File: src/rtl/aliens_pkg.sv
// Shared definitions for the alien formation sequencer and its motion/collision consumer.
package aliens_pkg;

    typedef enum logic [1:0] {
        MOTION_IDLE  = 2'b00,
        MOTION_RIGHT = 2'b01,
        MOTION_LEFT  = 2'b10,
        MOTION_DOWN  = 2'b11
    } motion_t;

    typedef enum logic [1:0] {
        RUN_R = 2'b00,
        RUN_L = 2'b01,
        HALT  = 2'b10
    } state_t;

    localparam int DEFAULT_STEP_PERIOD = 2_500_000;
    localparam int DEFAULT_MIN_PERIOD  = 250_000;
    localparam int DEFAULT_PERIOD_DEC  = 70_000;
    localparam int DEFAULT_CNT_W       = 24;

endpackage

File: src/rtl/aliens_motion_if.sv
// Handshake between the formation sequencer (master) and the motion/collision block (slave).
interface aliens_motion_if #(parameter int CNT_W = 24);

    logic             enable;
    logic             canLeft;
    logic             canRight;
    logic             killingAlien;
    logic             victory;
    logic             defeat;
    logic [1:0]       motion;
    logic             dirRight;
    logic             halted;
    logic [7:0]       downCount;
    logic [CNT_W-1:0] period;

    modport master (
        input  enable, canLeft, canRight, killingAlien, victory, defeat,
        output motion, dirRight, halted, downCount, period
    );

    modport slave (
        output enable, canLeft, canRight, killingAlien, victory, defeat,
        input  motion, dirRight, halted, downCount, period
    );

endinterface

File: src/rtl/aliens_motion_ctrl_step_timer.sv
// Reloadable down-counter pacing the formation; tick marks the terminal count while enabled.
module step_timer #(
    parameter int               CNT_W       = 24,
    parameter logic [CNT_W-1:0] RESET_VALUE = '0
) (
    input  logic             clk,
    input  logic             reset,
    input  logic             enable,
    input  logic             reload,
    input  logic [CNT_W-1:0] loadValue,
    output logic             tick
);

    logic [CNT_W-1:0] cnt;

    assign tick = enable && (cnt == '0);

    always_ff @(posedge clk or posedge reset) begin
        if (reset) begin
            cnt <= RESET_VALUE;
        end else if (reload) begin
            cnt <= loadValue;
        end else if (enable && (cnt != '0)) begin
            cnt <= cnt - CNT_W'(1);
        end
    end

endmodule

File: src/rtl/aliens_motion_ctrl.sv
// Alien formation step sequencer: sweeps, drops on blocked heading, halts on end of game.
// Define ALIENS_SPEEDUP_EN to shorten the step period on every kill.
module aliens_motion_ctrl
    import aliens_pkg::*;
#(
    parameter int STEP_PERIOD = DEFAULT_STEP_PERIOD,
    parameter int MIN_PERIOD  = DEFAULT_MIN_PERIOD,
    parameter int PERIOD_DEC  = DEFAULT_PERIOD_DEC,
    parameter int CNT_W       = DEFAULT_CNT_W
) (
    input  logic           clk,
    input  logic           reset,
    aliens_motion_if.master bus
);

    state_t           state;
    state_t           nextState;
    logic [CNT_W-1:0] periodReg;
    logic [CNT_W-1:0] reloadValue;
    logic             tick;
    logic             timerEn;
    logic             endGame;
    motion_t          motionNext;
    logic             downStep;
    motion_t          motionReg;
    logic             dirRightReg;
    logic [7:0]       downCountReg;

    assign endGame     = bus.victory | bus.defeat;
    assign timerEn     = bus.enable && (state != HALT);
    assign reloadValue = periodReg - CNT_W'(1);

    step_timer #(
        .CNT_W       (CNT_W),
        .RESET_VALUE (CNT_W'(STEP_PERIOD - 1))
    ) uStepTimer (
        .clk       (clk),
        .reset     (reset),
        .enable    (timerEn),
        .reload    (tick),
        .loadValue (reloadValue),
        .tick      (tick)
    );

    always_ff @(posedge clk or posedge reset) begin
        if (reset) begin
            state <= RUN_R;
        end else begin
            state <= nextState;
        end
    end

    always_comb begin
        nextState = state;
        if (state != HALT) begin
            if (endGame) begin
                nextState = HALT;
            end else if (tick) begin
                case (state)
                    RUN_R:   if (!bus.canRight) nextState = RUN_L;
                    RUN_L:   if (!bus.canLeft)  nextState = RUN_R;
                    default: nextState = state;
                endcase
            end
        end
    end

    // End of game wins over a coincident step: that step is swallowed.
    always_comb begin
        motionNext = MOTION_IDLE;
        downStep   = 1'b0;
        if (tick && !endGame) begin
            case (state)
                RUN_R: begin
                    if (bus.canRight) begin
                        motionNext = MOTION_RIGHT;
                    end else begin
                        motionNext = MOTION_DOWN;
                        downStep   = 1'b1;
                    end
                end
                RUN_L: begin
                    if (bus.canLeft) begin
                        motionNext = MOTION_LEFT;
                    end else begin
                        motionNext = MOTION_DOWN;
                        downStep   = 1'b1;
                    end
                end
                default: motionNext = MOTION_IDLE;
            endcase
        end
    end

    always_ff @(posedge clk or posedge reset) begin
        if (reset) begin
            motionReg    <= MOTION_IDLE;
            dirRightReg  <= 1'b1;
            downCountReg <= 8'd0;
        end else begin
            motionReg <= motionNext;
            if (nextState == RUN_R) begin
                dirRightReg <= 1'b1;
            end else if (nextState == RUN_L) begin
                dirRightReg <= 1'b0;
            end
            if (downStep && (downCountReg != 8'hFF)) begin
                downCountReg <= downCountReg + 8'd1;
            end
        end
    end

`ifdef ALIENS_SPEEDUP_EN
    // Compare one bit wider so the floor test can never wrap.
    localparam logic [CNT_W:0] FLOOR_PLUS_DEC = (CNT_W+1)'(MIN_PERIOD) + (CNT_W+1)'(PERIOD_DEC);

    always_ff @(posedge clk or posedge reset) begin
        if (reset) begin
            periodReg <= CNT_W'(STEP_PERIOD);
        end else if (bus.killingAlien && (state != HALT)) begin
            if ({1'b0, periodReg} >= FLOOR_PLUS_DEC) begin
                periodReg <= periodReg - CNT_W'(PERIOD_DEC);
            end else begin
                periodReg <= CNT_W'(MIN_PERIOD);
            end
        end
    end
`else
    assign periodReg = CNT_W'(STEP_PERIOD);
`endif

    assign bus.motion    = motionReg;
    assign bus.dirRight  = dirRightReg;
    assign bus.halted    = (state == HALT);
    assign bus.downCount = downCountReg;
    assign bus.period    = periodReg;

endmodule

File: src/flat_wrapper.sv
// flat-port wrapper written by rule: the top's interface ports become plain ports
module aliens_motion_ctrl_flat import aliens_pkg::*;
#(
    parameter int STEP_PERIOD = DEFAULT_STEP_PERIOD,
    parameter int MIN_PERIOD  = DEFAULT_MIN_PERIOD,
    parameter int PERIOD_DEC  = DEFAULT_PERIOD_DEC,
    parameter int CNT_W       = DEFAULT_CNT_W
)
  (clk, reset, bus_enable, bus_canLeft, bus_canRight, bus_killingAlien, bus_victory, bus_defeat, bus_motion, bus_dirRight, bus_halted, bus_downCount, bus_period);
  aliens_motion_if #(.CNT_W(CNT_W)) bus_i ();
  input  logic clk;
  input  logic reset;
  input wire logic [$bits(bus_i.enable)-1:0] bus_enable;
  input wire logic [$bits(bus_i.canLeft)-1:0] bus_canLeft;
  input wire logic [$bits(bus_i.canRight)-1:0] bus_canRight;
  input wire logic [$bits(bus_i.killingAlien)-1:0] bus_killingAlien;
  input wire logic [$bits(bus_i.victory)-1:0] bus_victory;
  input wire logic [$bits(bus_i.defeat)-1:0] bus_defeat;
  output wire logic [$bits(bus_i.motion)-1:0] bus_motion;
  output wire logic [$bits(bus_i.dirRight)-1:0] bus_dirRight;
  output wire logic [$bits(bus_i.halted)-1:0] bus_halted;
  output wire logic [$bits(bus_i.downCount)-1:0] bus_downCount;
  output wire logic [$bits(bus_i.period)-1:0] bus_period;
  assign bus_i.enable = bus_enable;
  assign bus_i.canLeft = bus_canLeft;
  assign bus_i.canRight = bus_canRight;
  assign bus_i.killingAlien = bus_killingAlien;
  assign bus_i.victory = bus_victory;
  assign bus_i.defeat = bus_defeat;
  assign bus_motion = bus_i.motion;
  assign bus_dirRight = bus_i.dirRight;
  assign bus_halted = bus_i.halted;
  assign bus_downCount = bus_i.downCount;
  assign bus_period = bus_i.period;
  aliens_motion_ctrl #(.STEP_PERIOD(STEP_PERIOD), .MIN_PERIOD(MIN_PERIOD), .PERIOD_DEC(PERIOD_DEC), .CNT_W(CNT_W)) u_core (.clk(clk), .reset(reset), .bus(bus_i));
endmodule
File: config.mk
export PLATFORM = sky130hd
export DESIGN_NAME = aliens_motion_ctrl_flat
export DESIGN_NICKNAME = d
export VERILOG_FILES = /design/src/rtl/aliens_pkg.sv /design/src/rtl/aliens_motion_if.sv /design/src/rtl/aliens_motion_ctrl_step_timer.sv /design/src/rtl/aliens_motion_ctrl.sv /design/src/flat_wrapper.sv
export SDC_FILE = /design/constraint.sdc
export NUM_CORES = 1
export LEC_CHECK = 0
export ABC_AREA = 1
export BUFFER_PORTS_ARGS = -buffer_cell sky130_fd_sc_hd__buf_2
export CAP_MARGIN = 25
export CORE_ASPECT_RATIO = 0.75
export CORE_UTILIZATION = 50
export CTS_BUF_LIST = sky130_fd_sc_hd__clkbuf_8
export CTS_CLUSTER_SIZE = 40
export DETAILED_ROUTE_END_ITERATION = 6
export GPL_ROUTABILITY_DRIVEN = 0
export PLACE_DENSITY = 0.71
export SETUP_SLACK_MARGIN = 0.02
export SYNTH_ARGS = -nofsm -noshare
export SYNTH_HDL_FRONTEND = slang
export SYNTH_HIERARCHICAL = 1
export SYNTH_SLANG_ARGS = --single-unit
export TNS_END_PERCENT = 5
File: constraint.sdc
create_clock -name clk -period 3.2 [get_ports clk]
set_clock_uncertainty 0.1 [all_clocks]
set_input_delay 0.32 -clock clk [delete_from_list [all_inputs] [get_ports clk]]
set_output_delay 0.32 -clock clk [all_outputs]
set_load 0.03 [all_outputs]
==> impl_metrics.tcl, run 1 <==
set metrics [dict create \
    die_h_um 68.68 \
    detail_route.vias_per_cell 4.839 \
    power.total_w 0.0009460 \
    clk_root_buffer_cell "sky130_fd_sc_hd__clkbuf_8" \
    dominant_cells_by_area_after_synthesis "sky130_fd_sc_hd__dfrtp_1 20%, sky130_fd_sc_hd__nand2_1 19%, sky130_fd_sc_hd__dfstp_2 12%, sky130_fd_sc_hd__nand3_1 7.3%, sky130_fd_sc_hd__buf_4 6.3%" \
    syn_inst 434 \
    synth_enable_flop_cells 0 \
    slew_headroom_pct 39.33 \
    dieArea_um2 6243 \
    postSynthAreaPerCell_um2 6.830 \
    clock_pin_slew_reported_for_the_worst_setup_and_hold_paths_after_clock_tree_synthesis_ns 0.07 \
    max_clock_freq_mhz 389.4 \
    clock_sink_count 37 \
    final_net_count 487 \
    max_cap_violations 0 \
    yosys.area.top_type "sky130_fd_sc_hd__dfrtp_1" \
    wire_length_after_detailed_routing_mm 6.385 \
    fin_crit_sh_pct 80.26 \
    placement_rows 23 \
    grt.overflow.total 0 \
    cts_inserted_buffers 5 \
    synthArstFlopShare_pct 100.0 \
    category_of_the_critical_setup_timing_path "reg2reg" \
    detail_route.iter0.violations 223 \
    min_delay_path_depth 2 \
    grt_first_pass_wirelength_mm 10.73 \
    number_of_nets_still_failing_antenna_checks_after_routing 0 \
    reg2reg_capture_point "u_core/uStepTimer/cnt[14]" \
    layout_min_cycle_time_ns 2.568 \
    die-width_um 90.91 \
    hold_path.startpoint "bus_canLeft" \
    multiInputGateArea_um2 1788 \
    post_synth_num_cell_types 33 \
    clock_tree_from_tritoncts "built" \
    dr.pass1.iters 5 \
    timing.hold.worst.class "in2reg" \
    top_level_ports 44 \
    numPortBuffers 18 \
    yosysSeqAreaShare_pct 31.79 \
    detail_route.wl_per_cell_um 11.57 \
    cts-htree-levels 2 \
    antennaDiodeCount 0 \
    hold_end "u_core/bus.motion[0]" \
    final_cell_area_um2 3222 \
    finalHoldViolCount 0 \
    worstMarginPinSlew_ns 0.9067 \
    place.detailed.hpwl_mm 4.830 \
    sequential_cell_area_um2 942.2 \
    grt_max_degree 27 \
    rsz0062_at_grt "false" \
    final.fill_count 556 \
    yosysMostFrequentCell "sky130_fd_sc_hd__nand2_1" \
    setup.worst_path.start_class "register" \
    grt_antenna_before_repair 0 \
    max-vdd-ir-drop_uv 174.6 \
    clock_buffer_depth 2 \
    grt_pass1_vias 2235 \
    drv_slew 0 \
    p_per_area_nw_per_um2 293.6 \
    top_reg_cell_synth "sky130_fd_sc_hd__dfrtp_1" \
    design.core.area_um2 5525 \
    grt.total_usage_pct 22.25 \
    setup.worst_path.end_class "register" \
    leakagePower_nw 1.619 \
    setup_viol 0 \
    fin_setup_tns_ns 0 \
    worst-r2r-setup-slack_ns 0.63 \
    synthesis.yosys.warnings 6 \
    number_of_cell_instances_on_the_worst_register_to_register_path 9 \
    drive_above_1_share_pct 17.61 \
    run_status "finished clean" \
    ys_ff_latch 37 \
    cts_resized 0 \
    arrival_ns 2.64 \
    worstPathRequired_ns 3.28 \
    starting_utilization_of_the_core_area_pct 53.65 \
    yosysTopAreaCellShare_pct 20.26 \
    detail_route.drc_violations 0 \
    synth_top_cells_by_count "151 x sky130_fd_sc_hd__nand2_1, 43 x sky130_fd_sc_hd__inv_1, 43 x sky130_fd_sc_hd__nand3_1" \
    number_of_post_cts_setup_repair_buffers 0 \
    critical_path.max_fanout 26 \
    fin_worst_hold_slack_ns 0.1215 \
    areaGrowthSynthToFinish_pct 8.696 \
    placed_area_um2 3094 \
    worst_skew_pair.late_latency_ns 0.29 \
    synth.cell_area_um2 2964 \
    via_count 2671 \
    rr_startpoint "u_core/uStepTimer/cnt[0]" \
]
-- cells by family after synthesis --
| family | synth area share, % |
|---|---|
| DFF | 31.79 |
| adders and majority gates | 1.266 |
| other | 0.2534 |
| and+or+nand+nor | 44.70 |
| buffers and inverters | 13.72 |
| xor gates and xnor gates | 2.068 |
| AOI/OAI and AO/OA | 6.205 |
-- worst max-delay path by stage --
stage                              from                         to  slack (ns)  depth (start not counted)
2_1_floorplan           u_core/state[0]  u_core/uStepTimer/cnt[14]        0.81                          9
3_3_place_gp   u_core/uStepTimer/cnt[0]  u_core/uStepTimer/cnt[16]        0.65                          9
3_5_place_dp   u_core/uStepTimer/cnt[0]  u_core/uStepTimer/cnt[16]        0.63                          9
4_1_cts        u_core/uStepTimer/cnt[0]  u_core/uStepTimer/cnt[16]        0.62                          9
5_1_grt        u_core/uStepTimer/cnt[1]  u_core/uStepTimer/cnt[14]        0.37                          9
6_report       u_core/uStepTimer/cnt[0]  u_core/uStepTimer/cnt[14]        0.63                          9
-- critical path: stages, from the launching register on --
cell and delay (ns):
sky130_fd_sc_hd__dfstp_2 0.53, sky130_fd_sc_hd__inv_1 0.07, sky130_fd_sc_hd__ha_1 0.24, sky130_fd_sc_hd__nand4_1 0.10
sky130_fd_sc_hd__nor4_1 0.04, sky130_fd_sc_hd__and3_1 0.17, sky130_fd_sc_hd__inv_1 0.57, sky130_fd_sc_hd__nand2_4 0.38
sky130_fd_sc_hd__nand3_1 0.19, sky130_fd_sc_hd__o21ai_2 0.06
-- stage by stage --
stage          cells  util [%]  worst slack [ns]
6_report         552     58.31            0.6317
5_1_grt          552     58.31            0.3673
4_1_cts          551     57.81            0.6223
3_5_place_dp     542     56.00            0.6267
3_3_place_gp     542     56.00            0.6549
2_1_floorplan    480         -            0.8087
-- layout by cell type (no fill, tap or decap), types with 2 or more instances in the layout --
cell / instances
sky130_fd_sc_hd__a21oi_1: 4
sky130_fd_sc_hd__or2_2: 2
sky130_fd_sc_hd__nand2_1: 151
sky130_fd_sc_hd__o21ai_0: 7
sky130_fd_sc_hd__nor2_1: 41
sky130_fd_sc_hd__conb_1: 48
sky130_fd_sc_hd__nor2_2: 6
sky130_fd_sc_hd__ha_1: 3
sky130_fd_sc_hd__buf_4: 2
sky130_fd_sc_hd__o21ai_2: 12
sky130_fd_sc_hd__clkbuf_8: 6
sky130_fd_sc_hd__nand3_4: 3
sky130_fd_sc_hd__dfstp_2: 13
sky130_fd_sc_hd__nand4_1: 11
sky130_fd_sc_hd__buf_2: 18
sky130_fd_sc_hd__dfrtp_1: 24
sky130_fd_sc_hd__nor2_4: 8
sky130_fd_sc_hd__nand3b_1: 2
sky130_fd_sc_hd__nand2_4: 3
sky130_fd_sc_hd__inv_1: 45
sky130_fd_sc_hd__nor3_1: 2
sky130_fd_sc_hd__nand2_2: 8
sky130_fd_sc_hd__xor2_1: 5
sky130_fd_sc_hd__nand3_1: 43
sky130_fd_sc_hd__xnor2_1: 2
-- layout make-up --
| class | instances | area share, % |
|---|---|---|
| sequential | 37 | 29.24 |
| tap | 75 | 2.913 |
| clock inverter | 2 | 0.2330 |
| inverter | 44 | 5.126 |
| timing repair buffer | 22 | 4.427 |
| clock buffer | 6 | 2.563 |
| multi-input combinational | 366 | 55.49 |
-- layer usage --
metal,global-route usage [%],part of all wire (%),vias to the layer above,wire length (um)
li1,-,-,1380,-
met1,32.88,52,1215,3327
met2,33.71,41,69,2644
met3,3.618,5.5,7,354
met4,6.151,0.92,0,59
met5,0,0,-,0
-- registers in the layout, summed over array words and instances (netlist names) --
| signal | count |
|---|---|
| u_core/bus.motion | 2 |
| u_core/uStepTimer/cnt | 24 |
| u_core/bus.downCount | 8 |
| u_core/state | 2 |
| u_core/bus.dirRight | 1 |
-- power by group --
part           leakage [nW]  total (W)  switching [W]  internal [W]
Clock                0.0538   0.000338       0.000168      0.000169
Sequential            0.435   0.000494      0.0000117      0.000483
Combinational          1.13   0.000114      0.0000869     0.0000271
-- what timing repair did --
action                     4_1_cts  5_1_grt
hold endpoints to repair        12        0
setup endpoints to repair        0        0
hold buffers                     1        0
Note: power is estimated with default switching activity, not from simulation.
==> run 2: changes to the inputs <==
- ABC_AREA: 1 -> 0
- PLACE_DENSITY: 0.71 -> 0.73
- clock period: 3.2 -> 2.4 ns (I/O delays scaled with it)
==> run 2 against run 1 <==
Power is 23% higher. Global-route usage shrank 2.0 points. Critical endpoint is now u_core/bus.downCount[1]. Setup slack worse by 0.54 ns. Area after synthesis fell by 20%. Synthesized cell count decreased by 45%. Cell count is 36% lower. Sequential share of layout area rose by 4.4 points. Utilization increased by 4.0 points. Sequential power up 28%.
==> impl_metrics.tcl, run 2 <==
set metrics [dict create \
    antennaDiodeCount 0 \
    final_net_count 309 \
    grt.overflow.total 0 \
    setup.worst_path.end_class "register" \
    fin_setup_tns_ns 0 \
    yosysSeqAreaShare_pct 39.93 \
    critical_path.max_fanout 4 \
    design.core.area_um2 4493 \
    category_of_the_critical_setup_timing_path "reg2reg" \
    fin_crit_sh_pct 96.15 \
    worstPathRequired_ns 2.48 \
    top_register "u_core/uStepTimer/cnt" \
    leakagePower_nw 1.304 \
    combPwrFrac_pct 8.0 \
    mostFrequentLayoutCell "sky130_fd_sc_hd__conb_1" \
    synth_enable_flop_cells 0 \
    grt.busiest_layer "met1" \
    max_cap_violations 0 \
    worst_skew_pair.late_latency_ns 0.29 \
    setup_viol 0 \
    clock_share_of_power_pct 38.0 \
    arrival_ns 2.39 \
    fin_worst_hold_slack_ns 0.04846 \
    detail_route.iter0.violations 82 \
    layout_min_cycle_time_ns 2.308 \
    detail_route.vias_per_cell 5.042 \
    clock_sink_count 37 \
    cts_inserted_buffers 5 \
    power_frac_seq_pct 54.1 \
    crit_buf_inv 1 \
    dominant_cells_by_area_after_synthesis "sky130_fd_sc_hd__dfrtp_1 25%, sky130_fd_sc_hd__dfstp_2 14%, sky130_fd_sc_hd__buf_4 7.6%, sky130_fd_sc_hd__xor2_1 5.9%, sky130_fd_sc_hd__o21ai_0 3.6%" \
    grt_pass1_vias 1554 \
    cts-htree-levels 2 \
    starting_utilization_of_the_core_area_pct 52.52 \
    die_h_um 61.50 \
    grtUsageMet3_pct 4.889 \
    delay_contributed_by_the_slowest_stage_of_the_critical_path_ns 0.39 \
    run_status "finished clean" \
    clock_pin_slew_reported_for_the_worst_setup_and_hold_paths_after_clock_tree_synthesis_ns 0.07 \
    synthArstFlopShare_pct 100.0 \
    timing.hold.worst.class "in2reg" \
    drv_slew 0 \
    detail_route.drc_violations 0 \
    clock_tree_from_tritoncts "built" \
    top_reg_cell_synth "sky130_fd_sc_hd__dfrtp_1" \
    p_int_w 0.0008675 \
    worstMarginPinSlew_ns 0.5292 \
    grt_first_pass_wirelength_mm 7.348 \
    p_per_area_nw_per_um2 416.5 \
    ys_ff_latch 37 \
    clock_buffer_depth 2 \
    final_cell_mix "48 x sky130_fd_sc_hd__conb_1, 24 x sky130_fd_sc_hd__dfrtp_1, 22 x sky130_fd_sc_hd__nand2_1, 19 x sky130_fd_sc_hd__buf_4, 18 x sky130_fd_sc_hd__buf_2" \
    clk_root_buffer_cell "sky130_fd_sc_hd__clkbuf_8" \
    yosysTopAreaCellShare_pct 25.45 \
    die-width_um 81.33 \
    dr.pass1.iters 4 \
    syn_inst 240 \
    cp_cell_sequence "inv_2 > ha_4 > nor4b_4 > and3_4 > and3_4 > nor4b_4 > nand2_2 > a21oi_4 > mux2_4" \
    crit_path_top_delay_cell "sky130_fd_sc_hd__dfstp_2" \
    grt_max_degree 36 \
    number_of_flip_flops_in_the_largest_register 24 \
    placement_rows 21 \
    setup.worst_path.start_class "register" \
    met2_usage_pct 27.14 \
    power.net_switching_w 0.0002993 \
    fin_util_pct 62.35 \
    grt_antenna_before_repair 0 \
    critical_path.top_delay_family "simple AND/OR/NAND/NOR gates" \
    grt.total_usage_pct 20.23 \
    synth.cell_area_um2 2360 \
    postSynthAreaPerCell_um2 9.832 \
    number_of_nets_still_failing_antenna_checks_after_routing 0 \
    drive_above_1_share_pct 28.43 \
    finalHoldViolCount 0 \
    rsz0062_at_grt "true" \
    synth_top_cells_by_count "24 x sky130_fd_sc_hd__buf_4, 24 x sky130_fd_sc_hd__dfrtp_1, 22 x sky130_fd_sc_hd__nand2_1" \
    yosys.area.top_type "sky130_fd_sc_hd__dfrtp_1" \
    switching_share_pct 25.65 \
    via_count 1795 \
    slew_headroom_pct 64.68 \
    detail_route.wl_per_cell_um 13.13 \
    place.detailed.hpwl_mm 3.362 \
    areaGrowthSynthToFinish_pct 18.72 \
    max-vdd-ir-drop_uv 364.2 \
    max_clock_freq_mhz 433.3 \
    use_met1_pct 30.51 \
    post_synth_num_cell_types 51 \
    wire_length_after_detailed_routing_mm 4.675 \
    final.fill_count 377 \
    synthesis.yosys.warnings 6 \
    top_level_ports 44 \
    dieArea_um2 5001 \
    numPortBuffers 18 \
]
## run 2: cell types whose count changed in the layout (fill, tap and decap cells not counted), sizes merged, moves of 11 or more
cell and delta:
nand3 -38, xor2 +11, nor2 -45, nand2 -139, inv -38, buf +17
## run 2: worst paths after layout
kind | startpoint | end | slack (ns) | cells past startpoint
setup / recovery | u_core/uStepTimer/cnt[0] | u_core/bus.downCount[1] | 0.09 | 9
hold / removal | bus_canLeft | u_core/bus.motion[0] | 0.05 | 2
setup reg to reg | u_core/uStepTimer/cnt[0] | u_core/bus.downCount[1] | 0.09 | 9
hold reg to reg | u_core/bus.dirRight | u_core/bus.dirRight | 0.39 | 2
max in group asynchronous | reset | u_core/bus.dirRight | 1.41 | 3
min in group asynchronous | reset | u_core/bus.downCount[3] | 0.43 | 3
## run 2: per-stage QoR
stage / power (W) / setup WS, ns / cells / cell area (um^2)
global placement: 0.0007287 / 0.1233 / 344 / 2628
global route: 0.001215 / -0.03541 / 356 / 2801
floorplan: 0.0007417 / 0.02404 / 286 / 2560
detailed placement: 0.0007300 / 0.07662 / 344 / 2628
CTS: 0.001176 / 0.06129 / 353 / 2728
finish: 0.001167 / 0.09238 / 356 / 2801
## run 2: worst reg2reg max path, cell delays in order, from the launching register on
cell	delay [ns]
sky130_fd_sc_hd__dfstp_2	0.39
sky130_fd_sc_hd__inv_2	0.08
sky130_fd_sc_hd__ha_4	0.12
sky130_fd_sc_hd__nor4b_4	0.21
sky130_fd_sc_hd__and3_4	0.22
sky130_fd_sc_hd__and3_4	0.20
sky130_fd_sc_hd__nor4b_4	0.23
sky130_fd_sc_hd__nand2_2	0.17
sky130_fd_sc_hd__a21oi_4	0.18
sky130_fd_sc_hd__mux2_4	0.31
## run 2: repair_timing
action | 4_1_cts | 5_1_grt
hold buffers | 1 | 0
endpoints found under the setup margin | 0 | 10
endpoints found under the hold margin | 24 | 0
setup buffers | 0 | 3
resized for setup | 0 | 9
## run 2: layout make-up
type	count	area [um^2]	area share, %
Clock buffer	6	82.58	2.948
Inverter	6	22.52	0.8039
Clock inverter	2	7.507	0.2680
Multi-Input combinational cell	209	1413	50.42
Sequential cell	37	942.2	33.63
Tap cell	57	71.32	2.546
Timing Repair Buffer	39	262.8	9.379
## run 2: layer usage
| layer | vias up | wire length, um |
|---|---|---|
| li1 | 893 | - |
| met1 | 849 | 2480 |
| met2 | 49 | 1905 |
| met3 | 4 | 242 |
| met4 | 0 | 46 |
| met5 | - | 0 |
## run 2: kinds of logic (layout without fill, tap and decap cells)
| logic type | Yosys count | count (layout) | synth area share, % |
|---|---|---|---|
| AND/OR/NAND/NOR | 78 | 78 | 20.63 |
| AO/OA/AOI/OAI | 46 | 46 | 13.47 |
| buffers and inverters | 40 | 53 | 10.60 |
| flip-flops | 37 | 37 | 39.93 |
| XOR/XNOR | 25 | 25 | 9.279 |
| multiplexers | 9 | 9 | 4.189 |
| adder cells (fa/ha/maj) | 3 | 3 | 1.591 |
| other | 2 | 48 | 0.3183 |
## run 2: power by group through the flow
stage	Sequential (W)	Clock [W]	Combinational, W
after floorplan	0.000644	0	0.0000977
after global placement	0.000641	0	0.0000874
after detailed placement	0.000642	0	0.0000883
after CTS	0.000630	0.000456	0.0000895
after global routing	0.000631	0.000482	0.000103
final	0.000631	0.000443	0.0000932
